$ cat src/rtl/mac_bus_pkg.sv
// Shared types and constants for the RAM/ROM bus slot scheduler.
package mac_bus_pkg;

    typedef enum logic [1:0] {OWN_IDLE, OWN_CPU, OWN_VIDEO, OWN_SOUND} owner_t;

    localparam int BUS_PHASES   = 8;
    localparam int SLOT_A_START = 0;
    localparam int SLOT_B_START = 4;

endpackage

$ cat src/rtl/mac_bus_phase_gen.sv
// Bus phase counter with slot-boundary decodes.
// Latency: decodes are combinational from the registered phase.
// Backpressure: none; free-running on the rising clk8 enable.
module mac_bus_phase_gen #(
    parameter int SLOT_TICKS = 4
) (
    input  logic clk,
    input  logic reset,
    input  logic clk8_en_p,
    output logic slot_start,
    output logic slot_b,
    output logic slot_last
);

    localparam int SL_W = $clog2(SLOT_TICKS);
    localparam int PH_W = SL_W + 1;
    localparam logic [SL_W-1:0] LAST_TICK = SL_W'(SLOT_TICKS - 1);

    logic [PH_W-1:0] ph;
    logic [PH_W-1:0] ph_next;

    assign ph_next = ph + PH_W'(1);

    always_ff @(posedge clk) begin
        if (reset) begin
            ph <= '0;
        end else if (clk8_en_p) begin
            ph <= ph_next;
        end
    end

    // A slot starts on the enable that leaves the previous slot's last tick,
    // so the owner register lines up with ph 0..3 / 4..7.
    assign slot_last  = (ph[SL_W-1:0] == LAST_TICK);
    assign slot_start = clk8_en_p && slot_last;
    assign slot_b     = ph_next[PH_W-1];

endmodule

$ cat src/rtl/mac_ram_slot_scheduler.sv
// Shared RAM/ROM bus slot scheduler: slot A sound > video > cpu, slot B cpu only.
// Latency: grant at slot start, data strobe/ack in the slot's last tick (4..8 ticks for CPU).
// Backpressure: requesters wait for a slot; CPU re-arms only after cpu_req drops.
module mac_ram_slot_scheduler
    import mac_bus_pkg::*;
#(
    parameter int ADDR_W     = 21,
    parameter int SLOT_TICKS = 4
) (
    input  logic              clk,
    input  logic              reset,
    input  logic              clk8_en_p,
    input  logic              clk8_en_n,
    input  logic              cpu_req,
    input  logic [ADDR_W-1:0] cpu_addr,
    input  logic              video_req,
    input  logic [ADDR_W-1:0] video_addr,
    input  logic              sound_req,
    input  logic [ADDR_W-1:0] sound_addr,
    output logic [ADDR_W-1:0] mem_addr,
    output logic              videoBusControl,
    output logic              cpuBusControl,
    output logic              cycleReady,
    output logic              loadPixels,
    output logic              loadSound,
    output logic              cpu_ack,
    output logic              video_miss
);

    logic   slot_start;
    logic   slot_b;
    logic   slot_last;
    owner_t owner;
    owner_t owner_nxt;
    logic   sound_pend;
    logic   sound_eff;
    logic   cpu_armed;
    logic   cpu_ok;
    logic   cpu_dropped;
    logic   slot_end;
    logic   ack_now;

    mac_bus_phase_gen #(
        .SLOT_TICKS (SLOT_TICKS)
    ) u_phase (
        .clk        (clk),
        .reset      (reset),
        .clk8_en_p  (clk8_en_p),
        .slot_start (slot_start),
        .slot_b     (slot_b),
        .slot_last  (slot_last)
    );

    // A sound pulse landing on the slot-start edge is served immediately.
    always_comb begin
        sound_eff = sound_pend | sound_req;
        cpu_ok    = cpu_req & cpu_armed;
        owner_nxt = OWN_IDLE;
        if (slot_b) begin
            if (cpu_ok) owner_nxt = OWN_CPU;
        end else if (sound_eff) begin
            owner_nxt = OWN_SOUND;
        end else if (video_req) begin
            owner_nxt = OWN_VIDEO;
        end else if (cpu_ok) begin
            owner_nxt = OWN_CPU;
        end
    end

    assign slot_end        = clk8_en_n && slot_last && (owner != OWN_IDLE);
    assign ack_now         = slot_end && (owner == OWN_CPU) && cpu_req && !cpu_dropped;
    assign videoBusControl = (owner == OWN_VIDEO) || (owner == OWN_SOUND);
    assign cpuBusControl   = (owner == OWN_CPU);

    always_ff @(posedge clk) begin
        if (reset) begin
            owner       <= OWN_IDLE;
            mem_addr    <= '0;
            cycleReady  <= 1'b0;
            loadPixels  <= 1'b0;
            loadSound   <= 1'b0;
            cpu_ack     <= 1'b0;
            video_miss  <= 1'b0;
            sound_pend  <= 1'b0;
            cpu_armed   <= 1'b1;
            cpu_dropped <= 1'b0;
        end else begin
            cycleReady <= slot_end;
            loadPixels <= slot_end && (owner == OWN_VIDEO);
            loadSound  <= slot_end && (owner == OWN_SOUND);
            cpu_ack    <= ack_now;

            if (slot_start) begin
                owner       <= owner_nxt;
                cpu_dropped <= 1'b0;
                case (owner_nxt)
                    OWN_CPU:   mem_addr <= cpu_addr;
                    OWN_VIDEO: mem_addr <= video_addr;
                    OWN_SOUND: mem_addr <= sound_addr;
                    default:   ;
                endcase
            end else if (cpuBusControl && !cpu_req) begin
                cpu_dropped <= 1'b1;
            end

            if (slot_start && (owner_nxt == OWN_SOUND)) begin
                sound_pend <= 1'b0;
            end else if (sound_req) begin
                sound_pend <= 1'b1;
            end

            if (slot_start && !slot_b && sound_eff && video_req) begin
                video_miss <= 1'b1;
            end

            // One request, one ack: disarm on ack, re-arm once cpu_req is seen low.
            if (ack_now) begin
                cpu_armed <= 1'b0;
            end else if (clk8_en_p && !cpu_req) begin
                cpu_armed <= 1'b1;
            end
        end
    end

endmodule

$ cat config.mk
export PLATFORM = sky130hd
export DESIGN_NAME = mac_ram_slot_scheduler
export DESIGN_NICKNAME = d
export VERILOG_FILES = /design/src/rtl/mac_bus_pkg.sv /design/src/rtl/mac_bus_phase_gen.sv /design/src/rtl/mac_ram_slot_scheduler.sv
export SDC_FILE = /design/constraint.sdc
export NUM_CORES = 1
export LEC_CHECK = 0
export CORE_MARGIN = 2
export CORE_UTILIZATION = 30
export DETAILED_ROUTE_END_ITERATION = 8
export GPL_TIMING_DRIVEN = 0
export REMOVE_ABC_BUFFERS = 1
export SLEW_MARGIN = 40
export SYNTH_ARGS = -nofsm -noshare
export SYNTH_HDL_FRONTEND = slang
export SYNTH_SLANG_ARGS = --single-unit
$ cat constraint.sdc
create_clock -name clk -period 2.55 [get_ports clk]
set_clock_uncertainty 0.05 [all_clocks]
set_input_delay 0.255 -clock clk [delete_from_list [all_inputs] [get_ports clk]]
set_output_delay 0.255 -clock clk [all_outputs]
set_load 0.05 [all_outputs]
# == Yosys cells after proc, flatten, opt, wreduce, memory -nomap -nowiden ==
# Index checks and enable logic that the tools add are counted.
# op_classes
reduce_logical,24
add_sub_neg,1
shift,0
n_mux,7
order_cmp,0
n_mul,0
bitwise_logic,2
div,0
n_eq_ne,7
# ops
op,n
$pmux W21 S3,1
$logic_and A1 B1 Y1,14
$eq A2 B2 Y1 const B,5
$mux W2,3
$eq A2 B1 Y1 const B,2
$reduce_bool A2 Y1,2
$reduce_or A2 Y1,2
$add A3 B1 Y3 const B,1
$logic_not A1 Y1,3
$mux W1,3
$reduce_bool A3 Y1,1
$reduce_and A2 Y1,1
$and A1 B1 Y1,1
$logic_or A1 B1 Y1,1
$or A1 B1 Y1,1
# totals
wordCells,52
in_bits,70
ramBits,0
rom_bits,0
memories,0
reg_bits,34
latch_bits,0

# == Longest topological paths before layout ==
# depth
word_depth,8
mapped_depth,7
mapped_depth_nobuf,4

# == By module ==
# A second synthesis with hierarchy kept.
# hier_totals
hier_cells,234
hier_area_um2,2163.3
# modules_own_cells
mod,n_inst,cells_per_inst,area_per_inst_um2
mac_ram_slot_scheduler,1,221,2020.7
mac_bus_phase_gen,1,13,142.6

# == Worst setup path after synthesis ==
# No wires, ideal clock.
# synth_timing
path_kind,flip-flop to flip-flop
startpoint,register u_phase.ph[0]
endpoint,register mem_addr[10]
setup_time_ps,89
t_required_ps,2411
stages_incl_launch_ff,8
arrival_time_ps,1544
n_path_buf,3
path_slack_ps,867
path_cell_list,dfxtp_1 -> ha_1 -> buf_2 -> and3_1 -> buf_2 -> clkbuf_1 -> a211oi_1 -> a311oi_2
# synth_via
elab_chain_len,5
elab_cells_between_ends,10
# synth_lines
item,line_no,text
from (decl),mac_bus_phase_gen.sv:19,logic [PH_W-1:0] ph;
from (signal assigned),mac_bus_phase_gen.sv:28,ph <= ph_next;
$add A3 B1 Y3,mac_bus_phase_gen.sv:22,assign ph_next = ph + PH_W'(1);
$mux W2,mac_ram_slot_scheduler.sv:59,if (slot_b) begin
$eq A2 B2 Y1 / $eq A2 B1 Y1 (equally long branches),mac_ram_slot_scheduler.sv:96,case (owner_nxt)
$reduce_bool A3 Y1 (no source line),--,
$reduce_and A2 Y1 (no source line),--,
to (signal assigned),mac_ram_slot_scheduler.sv:97,OWN_CPU: mem_addr <= cpu_addr;
to (signal assigned),mac_ram_slot_scheduler.sv:98,OWN_VIDEO: mem_addr <= video_addr;
to (signal assigned),mac_ram_slot_scheduler.sv:99,OWN_SOUND: mem_addr <= sound_addr;
to (decl),mac_ram_slot_scheduler.sv:20,"output logic [ADDR_W-1:0] mem_addr,"
# Several ways; a longest one is shown, not always the timed one.
# A chain may end at the register's enable or synchronous reset.

# == Worst setup path after layout ==
# layout_timing
startpoint,register sound_pend
endpoint,register mem_addr[7]
# layout_via
elab_chain_len,6
elab_cells_between_ends,9
# layout_lines
item,line_no,text
from (decl),mac_ram_slot_scheduler.sv:35,logic sound_pend;
from (signal assigned),mac_ram_slot_scheduler.sv:84,sound_pend <= 1'b0;
from (signal assigned),mac_ram_slot_scheduler.sv:107,sound_pend <= 1'b0;
from (signal assigned),mac_ram_slot_scheduler.sv:109,sound_pend <= 1'b1;
$or A1 B1 Y1 (*),mac_ram_slot_scheduler.sv:56,sound_eff = sound_pend | sound_req;
$mux W2 (*),mac_ram_slot_scheduler.sv:61,end else if (sound_eff) begin
$mux W2 (*),mac_ram_slot_scheduler.sv:59,
$eq A2 B2 Y1 / $eq A2 B1 Y1 (equally long branches),mac_ram_slot_scheduler.sv:96,
$reduce_bool A3 Y1 (no source line),--,
$reduce_and A2 Y1 (no source line),--,
# Every way passes the cells marked *; elsewhere a longest branch is shown, timed or not.

==> run_summary.xml <==
<?xml version="1.0" encoding="UTF-8"?>
<metrics>
  <group name="run_status">
    <metric name="outcome" unit="">completed</metric>
  </group>
  <group name="layout">
    <metric name="drive_gt1_frac" unit="">0.140</metric>
    <metric name="area_overhead_of_the_layout_relative_to_synthesis" unit="%">53.4</metric>
    <metric name="final_nets" unit="">379</metric>
    <metric name="post-route-util" unit="">0.478</metric>
    <metric name="mostFrequentLayoutCell" unit="">sky130_fd_sc_hd__clkdlybuf4s50_1</metric>
    <metric name="diodes" unit="">0</metric>
    <metric name="final_cell_mix" unit="">sky130_fd_sc_hd__clkdlybuf4s50_1 (94), sky130_fd_sc_hd__o21ai_0 (41), sky130_fd_sc_hd__dfxtp_1 (33), sky130_fd_sc_hd__a211oi_1 (23), sky130_fd_sc_hd__o21a_1 (22)</metric>
    <metric name="post_layout_nonfiller_instances" unit="">404</metric>
  </group>
  <group name="worst_setup_path">
    <metric name="worstPathCellList" unit="">buf_16 -&gt; or3_2 -&gt; a21o_4 -&gt; a311oi_2</metric>
    <metric name="crit_arrival" unit="ns">2.42</metric>
    <metric name="cp_slowest_stage_delay" unit="ns">0.75</metric>
    <metric name="endpoint_kind" unit="">flip-flop</metric>
    <metric name="critical_path.top_delay_family" unit="">simple AND/OR/NAND/NOR gates</metric>
    <metric name="critical_path.max_fanout" unit="">26</metric>
    <metric name="timing.critical_path.required" unit="ns">2.69</metric>
    <metric name="path_class" unit="">reg -&gt; reg</metric>
    <metric name="path_buf_inv" unit="">1</metric>
    <metric name="worstSetupStartpointType" unit="">flip-flop</metric>
    <metric name="critPathSlowestCell" unit="">sky130_fd_sc_hd__or3_2</metric>
  </group>
  <group name="clock_tree">
    <metric name="cts_max_path_buffers" unit="">2</metric>
    <metric name="cts_hold_repair.buffers" unit="">0</metric>
    <metric name="cts_tree" unit="">built</metric>
    <metric name="h-tree-depth" unit="">2</metric>
    <metric name="clk_latency" unit="ns">0.28</metric>
    <metric name="tritoncts_buffers" unit="">5</metric>
    <metric name="num_clock_sinks" unit="">34</metric>
    <metric name="clk_transition_reported_paths" unit="ns">0.07</metric>
    <metric name="ctsRootBufferMaster" unit="">sky130_fd_sc_hd__clkbuf_8</metric>
  </group>
  <group name="logic_synthesis">
    <metric name="yosysWarnings" unit="">0</metric>
    <metric name="synth_seq_cells" unit="">34</metric>
    <metric name="synth-seq-area-share" unit="">0.319</metric>
    <metric name="ys_types" unit="">32</metric>
    <metric name="gate_count_after_technology_mapping" unit="">233</metric>
    <metric name="syn_area" unit="um2">2130</metric>
    <metric name="post_synth.cell_area_avg" unit="um2">9.15</metric>
  </group>
  <group name="grt">
    <metric name="grt_pass1_wl" unit="mm">10.2</metric>
    <metric name="groute.usage.overall" unit="">0.168</metric>
    <metric name="grt_pass1_vias" unit="">2067</metric>
    <metric name="grt-ovfl-total" unit="">0</metric>
    <metric name="antenna_found_initial" unit="">0</metric>
    <metric name="grt_start_max_net_pins" unit="">33</metric>
  </group>
  <group name="timing">
    <metric name="max-slew-margin-rel" unit="">0.638</metric>
    <metric name="fin_crit" unit="ns">2.28</metric>
    <metric name="slew_viol_final" unit="">0</metric>
    <metric name="final_setup_viols" unit="">0</metric>
    <metric name="holdWs" unit="ns">0.421</metric>
    <metric name="final_hold_viol_count" unit="">0</metric>
    <metric name="max_clock_freq" unit="MHz">439</metric>
    <metric name="period_share" unit="">0.894</metric>
    <metric name="rsz0062_at_grt" unit="">no</metric>
    <metric name="tightestPinTransition" unit="ns">0.543</metric>
    <metric name="totalNegativeSetupSlack" unit="ns">0</metric>
  </group>
  <group name="power">
    <metric name="switching_share" unit="">0.269</metric>
    <metric name="combinational_share_of_power" unit="">0.245</metric>
    <metric name="clock_power_share" unit="">0.304</metric>
    <metric name="vdd.ir_drop.worst" unit="mV">0.182</metric>
    <metric name="p_leak" unit="nW">1.05</metric>
    <metric name="cellPowerDensity" unit="nW/um2">376</metric>
    <metric name="p_sw" unit="mW">0.330</metric>
    <metric name="internal_power" unit="mW">0.898</metric>
    <metric name="power.sequential.fraction" unit="">0.451</metric>
  </group>
  <group name="drt">
    <metric name="drc" unit="">0</metric>
    <metric name="post_drt_via_cell_ratio" unit="">5.27</metric>
    <metric name="detail_route.wl_per_cell" unit="um">16.3</metric>
    <metric name="via_count" unit="">2129</metric>
    <metric name="drt-pass1-iter-count" unit="">4</metric>
    <metric name="dr.first_iter.drc_count" unit="">44</metric>
    <metric name="routed_wirelength" unit="mm">6.59</metric>
    <metric name="antenna_left" unit="">0</metric>
  </group>
  <group name="placed_design">
    <metric name="gp_congestion" unit="">0.742</metric>
    <metric name="numPlacedInstances" unit="">397</metric>
    <metric name="placement.io_buffers" unit="">97</metric>
    <metric name="place.detailed.hpwl" unit="mm">4.53</metric>
  </group>
  <group name="run">
    <metric name="max_cap_violations" unit="">0</metric>
  </group>
  <group name="die">
    <metric name="chipWidth" unit="um">88.3</metric>
    <metric name="die-height" unit="um">88.3</metric>
    <metric name="die_area" unit="um2">7790</metric>
    <metric name="initial_utilization" unit="">0.312</metric>
    <metric name="std_cell_rows" unit="">30</metric>
    <metric name="num_io_pins" unit="">98</metric>
    <metric name="coreArea" unit="um2">6830</metric>
  </group>
  <group name="worst_hold_path">
    <metric name="hp-class" unit="">in -&gt; reg</metric>
  </group>
</metrics>
-- power groups by stage --
stage / clock, mW / combinational (mW) / sequential [mW]
3_3_place_gp: 0 / 0.275 / 0.570
3_5_place_dp: 0 / 0.301 / 0.566
5_1_grt: 0.406 / 0.326 / 0.555
6_report: 0.373 / 0.301 / 0.554
4_1_cts: 0.385 / 0.303 / 0.554
2_1_floorplan: 0 / 0.102 / 0.578
-- state kept, by name (all words and copies together), names as in the netlist --
register and count:
mem_addr 21, u_phase.ph 3, owner 2, cpu_ack 1, cpu_armed 1, cpu_dropped 1
cycleReady 1, loadPixels 1, loadSound 1, sound_pend 1, video_miss 1
-- Yosys cell counts, drive strengths merged --
master | instances | share of area
and3b | 1 | 0.0041
a21oi | 2 | 0.0047
nor3 | 2 | 0.0047
and4b | 1 | 0.0047
nor2 | 8 | 0.014
a32oi | 1 | 0.0041
ha | 1 | 0.0059
a31oi | 1 | 0.0029
buf | 12 | 0.036
a21o | 1 | 0.0035
clkbuf | 23 | 0.041
dfxtp | 34 | 0.32
a22oi | 1 | 0.0035
a211oi | 23 | 0.081
nand2 | 3 | 0.0053
and4 | 1 | 0.0041
mux2i | 1 | 0.0047
or3 | 1 | 0.0029
a311oi | 22 | 0.15
nor2b | 1 | 0.0029
o21ai | 42 | 0.099
o21a | 22 | 0.078
inv | 1 | 0.0018
and3 | 2 | 0.0059
xor2 | 2 | 0.0082
nor4bb | 21 | 0.099
or2 | 1 | 0.0029
xnor2 | 2 | 0.0082
-- routing by layer --
layer | global-route usage | vias up | part of all wire
met5 | 0 | - | 0
met4 | 0.0441 | 0 | 0.0090
met3 | 0.0429 | 6 | 0.059
met2 | 0.279 | 68 | 0.47
met1 | 0.218 | 997 | 0.46
li1 | - | 1058 | -
-- per-stage QoR --
step	area [um2]	total power, mW	setup WS [ns]
2_1_floorplan	1970	0.680	-0.107
3_3_place_gp	3060	0.845	-1.90
3_5_place_dp	3180	0.868	-0.271
4_1_cts	3260	1.24	0.0524
5_1_grt	3270	1.29	0.154
6_report	3270	1.23	0.270
-- repair_timing --
action / 4_1_cts / 5_1_grt
buffers inserted: 0 / 0
setup endpoints to repair: 21 / 21
resized for setup: 2 / 1
cloned: 0 / 0
-- path summary, 6_finish.rpt --
kind	start	endpoint	slack, ns	cells past startpoint
max	sound_pend	mem_addr[7]	0.27	4
min	reset	mem_addr[12]	0.42	2
max reg2reg	sound_pend	mem_addr[7]	0.27	4
min reg2reg	owner[0]	loadPixels	0.43	1
-- cells by family (layout without fill, tap and decap cells) --
family / count (synthesis) / in the layout / share of synthesized area
xor gates and xnor gates: 4 / 4 / 0.0164
DFF: 34 / 34 / 0.319
buffers and inverters: 36 / 111 / 0.0781
adders and majority gates: 1 / 1 / 0.00587
muxes: 1 / 1 / 0.00470
and+or+nand+nor: 42 / 42 / 0.150
AOI/OAI and AO/OA: 115 / 115 / 0.425
-- layout make-up --
| class | instances | area [um2] |
|---|---|---|
| Clock buffer | 7 | 76.3 |
| Fill cell | 676 | 3560 |
| Inverter | 1 | 3.75 |
| Multi-Input combinational cell | 163 | 1330 |
| Sequential cell | 34 | 682 |
| Tap cell | 96 | 120 |
| Timing Repair Buffer | 103 | 1060 |
Note: power is estimated with default switching activity, not from simulation.
